**src/rtl/midi_pkg.sv**
```systemverilog
// midi_pkg
//   Shared definitions for the MIDI note receiver: byte-receiver and parser
//   state enums, the status byte constants the parser decodes, the default
//   bit period and a small majority-vote helper used by the bit sampler.
package midi_pkg;

  // Clocks per MIDI bit at 65 MHz (31.25 kbaud).
  localparam int DEFAULT_COUNT = 2080;

  // Status byte boundaries: 0x8n note-off, 0x9n note-on, 0xF8.. real-time.
  localparam logic [7:0] STATUS_NOTE_OFF = 8'h80;
  localparam logic [7:0] STATUS_NOTE_ON  = 8'h90;
  localparam logic [7:0] STATUS_REALTIME = 8'hF8;

  typedef enum logic [1:0] {
    IDLE,
    START,
    DATA,
    STOP
  } rx_state_t;

  typedef enum logic [1:0] {
    P_IDLE,
    P_KEY,
    P_VEL
  } parser_state_t;

  // 2-of-3 vote; used to reject a single noisy sample around mid-bit.
  function automatic logic majority3(input logic a, input logic b, input logic c);
    return (a & b) | (a & c) | (b & c);
  endfunction

endpackage

```
**src/rtl/midi_uart_rx.sv**
```systemverilog
// midi_uart_rx
//   Serial byte receiver for a MIDI line (8N1, idle high).
//   Ports:
//     clk, rst_n  - clock (rising edge) and asynchronous active-low reset
//     serial      - raw asynchronous MIDI line
//     rx_byte     - last correctly framed byte, valid with rx_strobe
//     rx_strobe   - one-cycle pulse, a new byte is available
//     frame_err   - one-cycle pulse, the stop bit was sampled low
module midi_uart_rx
  import midi_pkg::*;
#(
  parameter int COUNT = DEFAULT_COUNT
) (
  input  logic       clk,
  input  logic       rst_n,
  input  logic       serial,
  output logic [7:0] rx_byte,
  output logic       rx_strobe,
  output logic       frame_err
);

  localparam int TW = $clog2(COUNT + 1);

  // Timer value k (outside START) means k+1 clocks after the previous
  // mid-bit sample, so the next mid-bit lands on COUNT-1 and the three
  // votes are taken at COUNT-2, COUNT-1 and COUNT.
  localparam logic [TW-1:0] HALF   = TW'(COUNT / 2);
  localparam logic [TW-1:0] EARLY  = TW'(COUNT - 2);
  localparam logic [TW-1:0] MID    = TW'(COUNT - 1);
  localparam logic [TW-1:0] LATE   = TW'(COUNT);
  localparam logic [TW-1:0] ONE    = TW'(1);

  logic [1:0]    sync_q;
  logic          serial_s;
  rx_state_t     state;
  logic [TW-1:0] timer;
  logic [2:0]    bit_idx;
  logic [7:0]    shift_q;
  logic          s_early;
  logic          s_mid;
  logic          bit_vote;

  assign serial_s = sync_q[1];
  assign bit_vote = majority3(s_early, s_mid, serial_s);

  // Two-flop synchronizer; resets to the idle (high) line level so a
  // reset never looks like a start edge.
  always_ff @(posedge clk or negedge rst_n) begin
    if (!rst_n) begin
      sync_q <= 2'b11;
    end else begin
      sync_q <= {sync_q[0], serial};
    end
  end

  // Byte framing FSM. A start edge is confirmed at half a bit; the timer is
  // then re-based on that mid-start point so every later sample is taken
  // near the centre of its bit. Strobe and error are registered pulses.
  always_ff @(posedge clk or negedge rst_n) begin
    if (!rst_n) begin
      state     <= IDLE;
      timer     <= '0;
      bit_idx   <= '0;
      shift_q   <= '0;
      s_early   <= 1'b1;
      s_mid     <= 1'b1;
      rx_byte   <= '0;
      rx_strobe <= 1'b0;
      frame_err <= 1'b0;
    end else begin
      rx_strobe <= 1'b0;
      frame_err <= 1'b0;
      case (state)
        IDLE: begin
          timer <= '0;
          if (!serial_s) begin
            state <= START;
          end
        end
        START: begin
          if (timer == HALF) begin
            timer   <= '0;
            bit_idx <= '0;
            state   <= serial_s ? IDLE : DATA;
          end else begin
            timer <= timer + ONE;
          end
        end
        DATA: begin
          if (timer == EARLY) begin
            s_early <= serial_s;
          end
          if (timer == MID) begin
            s_mid <= serial_s;
          end
          if (timer == LATE) begin
            shift_q <= {bit_vote, shift_q[7:1]};
            timer   <= ONE;
            bit_idx <= bit_idx + 3'd1;
            if (bit_idx == 3'd7) begin
              state <= STOP;
            end
          end else begin
            timer <= timer + ONE;
          end
        end
        STOP: begin
          if (timer == MID) begin
            if (serial_s) begin
              rx_byte   <= shift_q;
              rx_strobe <= 1'b1;
            end else begin
              frame_err <= 1'b1;
            end
            state <= IDLE;
          end else begin
            timer <= timer + ONE;
          end
        end
        default: state <= IDLE;
      endcase
    end
  end

endmodule

```
**src/rtl/midi_rx.sv**
```systemverilog
// midi_rx
//   MIDI note-on / note-off receiver with running status and channel filter.
//   Ports:
//     clk, rst_n    - clock (rising edge) and asynchronous active-low reset
//     serial        - raw asynchronous MIDI line, idle high
//     msg_valid     - one-cycle pulse, a complete note message is present
//     msg_note_on   - 1 = note-on with non-zero velocity, 0 = note-off
//     msg_key       - key number
//     msg_velocity  - velocity
//     msg_channel   - channel nibble of the status byte
//     frame_err     - one-cycle pulse, a byte had a low stop bit
module midi_rx
  import midi_pkg::*;
#(
  parameter int         COUNT   = DEFAULT_COUNT,
  parameter bit         OMNI    = 1'b1,
  parameter logic [3:0] CHANNEL = 4'd0
) (
  input  logic       clk,
  input  logic       rst_n,
  input  logic       serial,
  output logic       msg_valid,
  output logic       msg_note_on,
  output logic [6:0] msg_key,
  output logic [6:0] msg_velocity,
  output logic [3:0] msg_channel,
  output logic       frame_err
);

  logic [7:0]    rx_byte;
  logic          rx_strobe;
  parser_state_t p_state;
  logic          rs_is_on;
  logic [3:0]    rs_chan;
  logic [6:0]    key_q;
  logic          chan_ok;

  midi_uart_rx #(
    .COUNT(COUNT)
  ) u_uart (
    .clk      (clk),
    .rst_n    (rst_n),
    .serial   (serial),
    .rx_byte  (rx_byte),
    .rx_strobe(rx_strobe),
    .frame_err(frame_err)
  );

  assign chan_ok = OMNI || (rs_chan == CHANNEL);

  // Note-message parser. Real-time bytes are transparent, note status bytes
  // load running status, any other status byte drops it. Data bytes
  // alternate key/velocity while running status is held, so repeated
  // key/velocity pairs need no new status byte. A framing error in the
  // middle of a message drops only the key already taken.
  always_ff @(posedge clk or negedge rst_n) begin
    if (!rst_n) begin
      p_state      <= P_IDLE;
      rs_is_on     <= 1'b0;
      rs_chan      <= '0;
      key_q        <= '0;
      msg_valid    <= 1'b0;
      msg_note_on  <= 1'b0;
      msg_key      <= '0;
      msg_velocity <= '0;
      msg_channel  <= '0;
    end else begin
      msg_valid <= 1'b0;
      if (rx_strobe) begin
        if (rx_byte >= STATUS_REALTIME) begin
          p_state <= p_state;
        end else if (rx_byte[7]) begin
          if (rx_byte[7:5] == STATUS_NOTE_OFF[7:5]) begin
            rs_is_on <= (rx_byte[7:4] == STATUS_NOTE_ON[7:4]);
            rs_chan  <= rx_byte[3:0];
            p_state  <= P_KEY;
          end else begin
            p_state <= P_IDLE;
          end
        end else begin
          case (p_state)
            P_KEY: begin
              key_q   <= rx_byte[6:0];
              p_state <= P_VEL;
            end
            P_VEL: begin
              p_state <= P_KEY;
              if (chan_ok) begin
                msg_valid    <= 1'b1;
                msg_note_on  <= rs_is_on && (rx_byte[6:0] != 7'd0);
                msg_key      <= key_q;
                msg_velocity <= rx_byte[6:0];
                msg_channel  <= rs_chan;
              end
            end
            default: p_state <= p_state;
          endcase
        end
      end else if (frame_err && (p_state == P_VEL)) begin
        p_state <= P_KEY;
      end
    end
  end

endmodule

```
**config.mk**
```make
export PLATFORM = sky130hd
export DESIGN_NAME = midi_rx
export DESIGN_NICKNAME = d
export VERILOG_FILES = /design/src/rtl/midi_pkg.sv /design/src/rtl/midi_uart_rx.sv /design/src/rtl/midi_rx.sv
export SDC_FILE = /design/constraint.sdc
export NUM_CORES = 1
export LEC_CHECK = 0
export ABC_CLOCK_PERIOD_IN_PS = 3900
export CAP_MARGIN = 25
export CORE_MARGIN = 5
export CORE_UTILIZATION = 45
export CTS_CLUSTER_SIZE = 40
export DETAILED_ROUTE_END_ITERATION = 8
export HOLD_SLACK_MARGIN = 0.02
export PLACE_DENSITY_LB_ADDON = 0.25
export SYNTH_ARGS = -nofsm -noshare
export SYNTH_HDL_FRONTEND = slang
export SYNTH_HIERARCHICAL = 1
export SYNTH_SLANG_ARGS = --single-unit
```
**constraint.sdc**
```tcl
create_clock -name clk -period 3.9 [get_ports clk]
set_clock_uncertainty 0.1 [all_clocks]
set_input_delay 0.78 -clock clk [delete_from_list [all_inputs] [get_ports clk]]
set_output_delay 0.78 -clock clk [all_outputs]
set_load 0.05 [all_outputs]
```
* After elaboration in Yosys (flattened, before gate mapping)
Cells that the tools add are included. Widths: inputs -> output; s select.
Word-level totals: register bits after elaboration 73, input bits 3, output and inout port bits 21
Operators by class: add/sub/neg operators 2, magnitude comparators 1, equal/unequal tests 20, muxes and demuxes 30, bitwise operators 7, reductions and logical operators 16
Operators with widths (count):
- $pmux 12 s4 | 1
- $eq 12x12->1 const B | 3
- $mux 12 | 3
- $mux 2 | 10
- $add 12x1->12 const B | 1
- $eq 12x11->1 const B | 1
- $reduce_and 4->1 | 3
- $mux 1 | 11
- $reduce_and 3->1 | 3
- $ge 8x8->1 const B | 1
- $ne 2x1->1 const B | 4
- $pmux 2 s4 | 1
- $reduce_bool 7->1 | 1
- $eq 2x2->1 const B | 3
- $eq 3x3->1 const B | 2
- $mux 3 | 2
- $ne 2x2->1 const B | 3
- $pmux 3 s2 | 1
- $reduce_and 2->1 | 3
- $reduce_and 5->1 | 1
- $eq 2x1->1 const B | 2
- $eq 4x4->1 const B | 1
- $ne 4x3->1 const B | 1
- $pmux 2 s2 | 1
- 7 further kinds | 13

* Depth between registers and ports, before layout
Gate-level depths: netlist of run 1.
word-level depth 5, mapped depth 7

* Hierarchy
The synthesis of run 1 kept the hierarchy.
By module, submodules not included:
- midi_uart_rx | times used 1, cells an instance 158, area each 1880.6 um^2, sequential area each 980.9 um^2
- midi_rx | times used 1, cells an instance 92, area each 1370.1 um^2, sequential area each 850.8 um^2

* Worst setup path before layout of run 1
No wires, ideal clock.
path type reg2reg, from register u_uart.timer[9], to register u_uart.rx_byte[0], arrival 1.899 ns, data required time 3.675 ns, path slack 1.776 ns, stages on the path, launching flop included 5, clock period less this slack 2.124 ns, path through dfrtp_1 > or4b_4 > nor4_4 > nand2_4 > mux2_4
On the way: longest elaborated chain between the ends 2
Ends and longest elaborated chain:
- from (decl) | line midi_uart_rx.sv:36 | logic [TW-1:0] timer;
- from (signal assigned) | line midi_uart_rx.sv:86 | timer <= timer + ONE;
- from (signal assigned) | line midi_uart_rx.sv:104 | timer <= timer + ONE;
- from (signal assigned) | line midi_uart_rx.sv:117 | timer <= timer + ONE;
- $eq 12x12->1 | line midi_uart_rx.sv:108 | if (timer == MID) begin
- $reduce_and 3->1 (no source line)
- to (signal assigned) | line midi_uart_rx.sv:110 | rx_byte <= shift_q;
- to (decl) | line midi_uart_rx.sv:17 | output logic [7:0] rx_byte,
Every way passes these cells. A chain may end at the register's enable or synchronous reset.

* Final worst setup path of run 1
from register u_uart.timer[0], to register u_uart.timer[2]
On the way: longest elaborated chain between the ends 3
Ends and longest elaborated chain:
- $add 12x1->12, or another cell as far along | line midi_uart_rx.sv:86, midi_uart_rx.sv:104, midi_uart_rx.sv:117
- $mux 12 (on tied branches) | line midi_uart_rx.sv:108, midi_uart_rx.sv:81, midi_uart_rx.sv:96
- $pmux 12 s4 | line midi_uart_rx.sv:73 | case (state)
Several ways; a longest one is shown, not always the timed one. The select of a mux whose other input is x is not followed.

==> results of run 1 <==
-- cell usage after synthesis --
cell type | number | share of area
inv_1 | 8 | 0.0092
and2b_1 | 1 | 0.0023
and3b_2 | 1 | 0.0031
mux2_2 | 40 | 0.14
and4_1 | 1 | 0.0027
ha_1 | 7 | 0.027
or3_2 | 1 | 0.0023
buf_1 | 1 | 0.0012
and3_1 | 2 | 0.0038
o41ai_2 | 1 | 0.0050
nor3_1 | 2 | 0.0031
xor2_1 | 7 | 0.019
nand2b_1 | 2 | 0.0038
a211oi_1 | 4 | 0.0092
nor2_1 | 16 | 0.018
nor4_4 | 1 | 0.0065
nor3_2 | 1 | 0.0031
nand3_1 | 5 | 0.0077
nand2_4 | 1 | 0.0035
o21a_1 | 1 | 0.0023
o311ai_0 | 1 | 0.0027
and4_2 | 1 | 0.0031
mux2i_1 | 5 | 0.015
buf_4 | 3 | 0.0069
a311o_1 | 1 | 0.0031
or4_1 | 1 | 0.0023
mux2_4 | 8 | 0.037
buf_2 | 1 | 0.0015
o21ai_1 | 1 | 0.0015
a31oi_1 | 4 | 0.0077
clkbuf_1 | 4 | 0.0046
o21ai_0 | 2 | 0.0031
and2_1 | 1 | 0.0019
nor3b_1 | 2 | 0.0046
nand4_1 | 9 | 0.017
or4b_4 | 2 | 0.0085
dfstp_2 | 4 | 0.032
dfrtp_1 | 69 | 0.53
a21oi_1 | 5 | 0.0077
o211ai_1 | 1 | 0.0023
nor2b_1 | 1 | 0.0019
nand2_1 | 16 | 0.018
o31ai_1 | 1 | 0.0023
nor4b_1 | 4 | 0.011
-- worst max-delay path: cells and delay by family (launching register included) --
kind | cells | cell delay (ns)
compound gates | 1 | 0.78
fa+ha+maj | 1 | 0.16
buf+inv | 1 | 0.14
flops | 1 | 0.41
simple gates | 3 | 1.04
-- routing by layer --
layer  vias up  part of all wire
li1        960                 -
met1       997              0.47
met2        35              0.48
met3         9             0.033
met4         0             0.017
met5         -                 0
-- power by group --
part | switching, uW | internal, uW | total, uW | leakage (uW)
clock | 290 | 300 | 589 | 0.0000962
sequential | 1.52 | 758 | 760 | 0.000991
combinational | 14.6 | 2.80 | 17.4 | 0.000729
total | 306 | 1060 | 1370 | 0.00182
-- state kept, by name (all words and copies together) (netlist names), 2 cells and up, named ones only --
| register | count |
|---|---|
| rs_chan | 4 |
| msg_velocity | 7 |
| u_uart/shift_q | 8 |
| msg_key | 7 |
| u_uart/sync_q | 2 |
| u_uart/rx_byte | 8 |
| u_uart/bit_idx | 3 |
| p_state | 2 |
| u_uart/timer | 12 |
| key_q | 7 |
| msg_channel | 4 |
-- metrics by stage --
stage / cell area [um^2] / power, uW
after floorplan: 3250 / 775
after global placement: 3570 / 793
after detailed placement: 3570 / 794
after CTS: 3770 / 1390
after global routing: 3770 / 1430
final: 3770 / 1370
-- cell type report --
| cell class | count | area [um^2] | share of cell area |
|---|---|---|---|
| clock buffers | 9 | 124 | 0.0329 |
| clock inverters | 7 | 76.3 | 0.0203 |
| inverters | 8 | 30.0 | 0.00797 |
| multi-input cells | 160 | 1340 | 0.356 |
| flip-flops and latches | 73 | 1830 | 0.486 |
| well taps | 99 | 124 | 0.0329 |
| repair buffers | 25 | 240 | 0.0637 |
-- logic make-up after synthesis --
group                    after synthesis
flip-flops                            73
XOR/XNOR                               7
buffers and inverters                 17
adder cells (fa/ha/maj)                7
AO/OA/AOI/OAI                         22
multiplexers                          53
AND/OR/NAND/NOR                       71
-- final timing paths --
path	start	endpoint	slack (ns)	cells after the start
setup / recovery	u_uart/timer[0]	u_uart/timer[2]	1.13	6
hold / removal	u_uart/sync_q[0]	u_uart/sync_q[1]	0.26	0
setup reg to reg	u_uart/timer[0]	u_uart/timer[2]	1.13	6
hold reg to reg	u_uart/sync_q[0]	u_uart/sync_q[1]	0.26	0
max in group asynchronous	rst_n	msg_valid	2.53	2
min in group asynchronous	rst_n	msg_key[2]	0.39	1
-- layout by cell type (no fill, tap or decap), types with 2 or more instances in the layout --
| cell type | Yosys | final |
|---|---|---|
| a31oi_1 | 4 | 4 |
| clkdlybuf4s50_1 | 0 | 22 |
| or4b_4 | 2 | 2 |
| inv_1 | 8 | 8 |
| nand2b_1 | 2 | 2 |
| mux2i_1 | 5 | 5 |
| a211oi_1 | 4 | 4 |
| nand4_1 | 9 | 9 |
| nand2_1 | 16 | 16 |
| clkbuf_8 | 0 | 9 |
| dfrtp_1 | 69 | 69 |
| mux2_4 | 8 | 8 |
| o21ai_0 | 2 | 2 |
| nor3_1 | 2 | 2 |
| nand3_1 | 5 | 5 |
| mux2_2 | 40 | 40 |
| xor2_1 | 7 | 7 |
| and3_1 | 2 | 2 |
| a21oi_1 | 5 | 5 |
| nor3b_1 | 2 | 2 |
| dfstp_2 | 4 | 4 |
| inv_6 | 0 | 2 |
| nor4b_1 | 4 | 4 |
| buf_4 | 3 | 2 |
| ha_1 | 7 | 7 |
| nor2_1 | 16 | 16 |
| clkinvlp_4 | 0 | 2 |
==> out/summary.txt, run 1 <==
Final core utilization - 0.528
Class of the worst hold path - reg -> reg
Hold_buf cts - 0
Skew-Pair Late Insertion Delay - 0.35 ns
Placed Instances - 365
Synth Warn # - 6
Critical path arrival - 2.86 ns
TritonCTS buffer count - 9
Maximum clock path buffer count - 2
Final HPWL DP - 3880 um
Fin Setup TNS - 0 ns
IO Port Bufs - 23
Final WS setup - 1.13 ns
Die width - 95.0 um
ANT nets after route - 0
Die height - 95.0 um
Slowest cell on crit path - a21oi_1
Final net count - 287
# setup viols final - 0
Main combinational cell family by area after synthesis - multiplexers
Max_slew headroom - 0.422
Final-report max-slew violation count - 0
H-tree levels - 3
DRC viols - 0
Status - complete, no violations
CTS Sinks - 73
Met1 Use GR - 0.179
Busiest grt layer - met2
Core Rows - 31
Max-cap violations - 0
Ant. Diodes - 0
Via count - 2001
Grt met3 use - 0.0367
Clock-pin slew on the worst setup and hold paths - 0.08 ns
Xor/xnor share of the synthesized area - 0.0189
Cells after synthesis - 250
Crit. End Element - flip-flop
Yosys cell types - 44
Largest net degree at the start of global routing - 36
Met2 Track Usage GR - 0.234
Final period util - 0.710
Initial core utilization - 0.455
1st-pass router iterations - 4
Gpl congestion - 0.791
Crit-path max FO - 11
Final Non-Filler Cells - 381
Vias in the first global route - 2003
Sequential fraction of the synthesis area - 0.564
Worst hold slack - 0.259 ns
Final Hold Fails - 0
GRT Overall Usage - 0.144
Worst slew pin tran - 0.864 ns
Synth Area in Compound Gates - 0.0470
PwrDens - 363 nW/um^2
Global-route wire length before repair - 9890 um
Req. time, crit path - 3.99 ns
Pre-CTS setup slack - 1.17 ns
Io pins - 24
Mapped Area - 3250 um^2
Syn Area/Cell - 13.0 um^2
Post-synthesis mux area share - 0.191
Core Region - 7140 um^2
Initial antenna violation count - 0
Synth Net Count - 260
Critical Path Max Stage Delay - 0.78 ns
CTS root buf - clkbuf_8
Post_cts resized - 0
Adder-cell share of the synthesized area - 0.0269
Iter 0 DRT Violations - 57
Routed length per placed instance - 14.5 um
Synth Area in Simple Gates - 0.129
Synthesized flop and latch total - 73
Full die area - 9020 um^2
RSZ-0062 raised after global routing - false
CTS tree - yes
Critical path type - reg -> reg
Drt total wl - 5530 um
Share of cells above drive strength 1 - 0.284
Crit path launch type - flip-flop
Vias/cell - 5.25
Fmax - 361 MHz
Post-CTS setup buffers - 0
Tmin final - 2.77 ns
FILL cells - 659
VDD IR max - 0.000171 V
Leakage power - 0.00182 uW
Grt ovf - 0
Layout area overhead - 15.9%
Crit-path cells - inv_1, ha_1, nor3b_1, nand4_1, a21oi_1, nor3_1
Power figures use the tool's default switching activity.
==> run 2, diff against run 1 <==
--- a/config.mk
+++ b/config.mk
@@ -5,7 +5,7 @@
 export SDC_FILE = /design/constraint.sdc
 export NUM_CORES = 1
 export LEC_CHECK = 0
-export ABC_CLOCK_PERIOD_IN_PS = 3900
+export ABC_CLOCK_PERIOD_IN_PS = 2400
 export CAP_MARGIN = 25
 export CORE_MARGIN = 5
 export CORE_UTILIZATION = 45
==> constraint.sdc (replaced) <==
create_clock -name clk -period 2.4 [get_ports clk]
set_clock_uncertainty 0.1 [all_clocks]
set_input_delay 0.48 -clock clk [delete_from_list [all_inputs] [get_ports clk]]
set_output_delay 0.48 -clock clk [all_outputs]
set_load 0.05 [all_outputs]
==> run 2 against run 1 <==
Compared with the run above: clock-buffer cell count up 1; core utilization rose by 1.5 points; via count rose by 1.1%; fmax increased by 30%; wire length rose by 1.0%; register-to-register slack got worse by 0.86 ns; sequential share of layout area down 1.3 points; global-route usage grew 0.29 points; worst hold slack hardly changed; first-iteration DRC count is 32% higher; critical path type unchanged; largest cell class unchanged.
==> out/summary.txt, run 2 (same netlist as run 1, synthesis figures left out) <==
Status - complete, no violations
Final core utilization - 0.543 (+0.0151)
Leakage power - 0.00188 uW (+3.5%)
Req. time, crit path - 2.56 ns (-1.43 ns)
Largest regs - u_uart/timer: 12 flops, u_uart/rx_byte: 8 flops, u_uart/shift_q: 8 flops
Fmax - 471 MHz (+30%)
Most frequent cells in the layout - 69 x dfrtp_1, 40 x mux2_2, 22 x clkdlybuf4s50_1
Share of cells above drive strength 1 - 0.301 (+0.0177)
Slowest cell on crit path - or4b_4
Full die area - 9020 um^2 (unchanged)
Global-route wire length before repair - 10100 um (+2.0%)
Final-report max-slew violation count - 0 (unchanged)
Maximum clock path buffer count - 2 (unchanged)
Ant. Diodes - 0 (unchanged)
Critical path type - reg -> reg
Pre-CTS setup slack - 0.285 ns (-0.883 ns)
Io pins - 24 (unchanged)
Critical Path Max Stage Delay - 0.58 ns (-0.20 ns)
Power after layout - 2310 uW (+69%)
Drt total wl - 5580 um (+1.0%)
RSZ-0062 raised after global routing - false
ANT nets after route - 0 (unchanged)
Final Hold Fails - 0 (unchanged)
Routed length per placed instance - 14.3 um (-1.6%)
GRT Overall Usage - 0.147 (+0.00295)
Final HPWL DP - 4030 um (+3.9%)
Vias in the first global route - 2049 (+2.3%)
# setup viols final - 0 (unchanged)
Initial core utilization - 0.455 (unchanged)
Crit path launch type - flip-flop
Tmin final - 2.12 ns (-0.643 ns)
Largest net degree at the start of global routing - 28 (-22%)
CTS root buf - clkbuf_8
Via count - 2024 (+1.1%)
H-tree levels - 3 (unchanged)
Die height - 95.0 um (unchanged)
PwrDens - 597 nW/um^2 (+65%)
Layout area overhead - 19.2%
Final period util - 0.885 (+0.176)
Clock-pin slew on the worst setup and hold paths - 0.07 ns (about the same)
Final WS setup - 0.275 ns (-0.857 ns)
Class of the worst hold path - reg -> reg
Iter 0 DRT Violations - 75 (+32%)
Worst slew pin tran - 0.574 ns (-0.291 ns)
Crit-path max FO - 6 (-5)
CTS Sinks - 73 (unchanged)
Crit-path cells - or4b_4, nor4_4, buf_4, and3b_2, nor3_1
Max-cap violations - 0 (unchanged)
Crit. End Element - flip-flop
Grt ovf - 0 (unchanged)
Final net count - 297 (+3.5%)
Core Region - 7140 um^2 (unchanged)
Commonest non-fill, non-tap cell in the layout - dfrtp_1
Post_cts resized - 0 (unchanged)
Final Non-Filler Cells - 391 (+2.6%)
Fin Setup TNS - 0 ns (unchanged)
TritonCTS buffer count - 9 (unchanged)
Max FFs per register - 12 (unchanged)
CTS tree - yes
FILL cells - 664 (+0.76%)
Initial antenna violation count - 0 (unchanged)
Top reg by flops - u_uart/timer
VDD IR max - 0.000248 V (+45%)
DRC viols - 0 (unchanged)
Core Rows - 31 (unchanged)
Vias/cell - 5.18 (-1.4%)
Skew-Pair Late Insertion Delay - 0.35 ns (about the same)
IO Port Bufs - 23 (unchanged)
Gpl congestion - 0.805 (+1.8%)
Max_slew headroom - 0.612 (+0.190)
Die width - 95.0 um (unchanged)
1st-pass router iterations - 4 (unchanged)
Critical path arrival - 2.29 ns (-0.57 ns)
Placed Instances - 374 (+2.5%)
[run 2: worst max-delay path: cells and delay by family, from the launching register on]
kind,cells,cell delay [ns]
and+or+nand+nor,4,1.30
DFF,1,0.44
buffers and inverters,1,0.21
[run 2: worst paths after layout]
path                                   from  slack, ns  cells past startpoint          endpoint
max in group asynchronous             rst_n       1.03                      3  u_uart/sync_q[0]
setup / recovery            u_uart/timer[9]       0.28                      5   u_uart/timer[2]
hold / removal             u_uart/sync_q[0]       0.26                      0  u_uart/sync_q[1]
setup reg to reg            u_uart/timer[9]       0.28                      5   u_uart/timer[2]
min in group asynchronous             rst_n       0.54                      2        msg_key[2]
hold reg to reg            u_uart/sync_q[0]       0.26                      0  u_uart/sync_q[1]
[run 2: where the power goes]
| part | internal [uW] | switching [uW] | total (uW) |
|---|---|---|---|
| Combinational | 8.85 | 24.1 | 32.9 |
| Clock | 591 | 454 | 1050 |
| Sequential | 1230 | 2.66 | 1240 |
[run 2: layout make-up]
type                    count  area (um^2)  share of cell area
multi-input cells         160         1340               0.346
clock buffers              10          128              0.0329
well taps                  99          124              0.0320
flip-flops and latches     73         1830               0.473
repair buffers             35          330              0.0852
clock inverters             6         90.1              0.0232
inverters                   8         30.0             0.00775
[run 2: per-layer routing]
| metal | vias up | part of all wire | GRT usage |
|---|---|---|---|
| li1 | 975 | - | - |
| met1 | 1009 | 0.47 | 0.187 |
| met2 | 30 | 0.48 | 0.233 |
| met3 | 10 | 0.031 | 0.0430 |
| met4 | 0 | 0.017 | 0.0649 |
| met5 | - | 0 | 0 |
[run 2: metrics by stage]
step,hold WS [ns],instance area [um^2]
6_report,0.259,3880
5_1_grt,0.272,3880
4_1_cts,0.267,3880
3_5_place_dp,0.253,3650
3_3_place_gp,0.246,3650
2_1_floorplan,0.0844,3250
[run 2: repair_timing]
action / in CTS / in global routing
setup endpoints to repair: 0 / 0
hold buffers: 1 / 0
endpoints found under the hold margin: 19 / 0
buffers inserted: 0 / 0
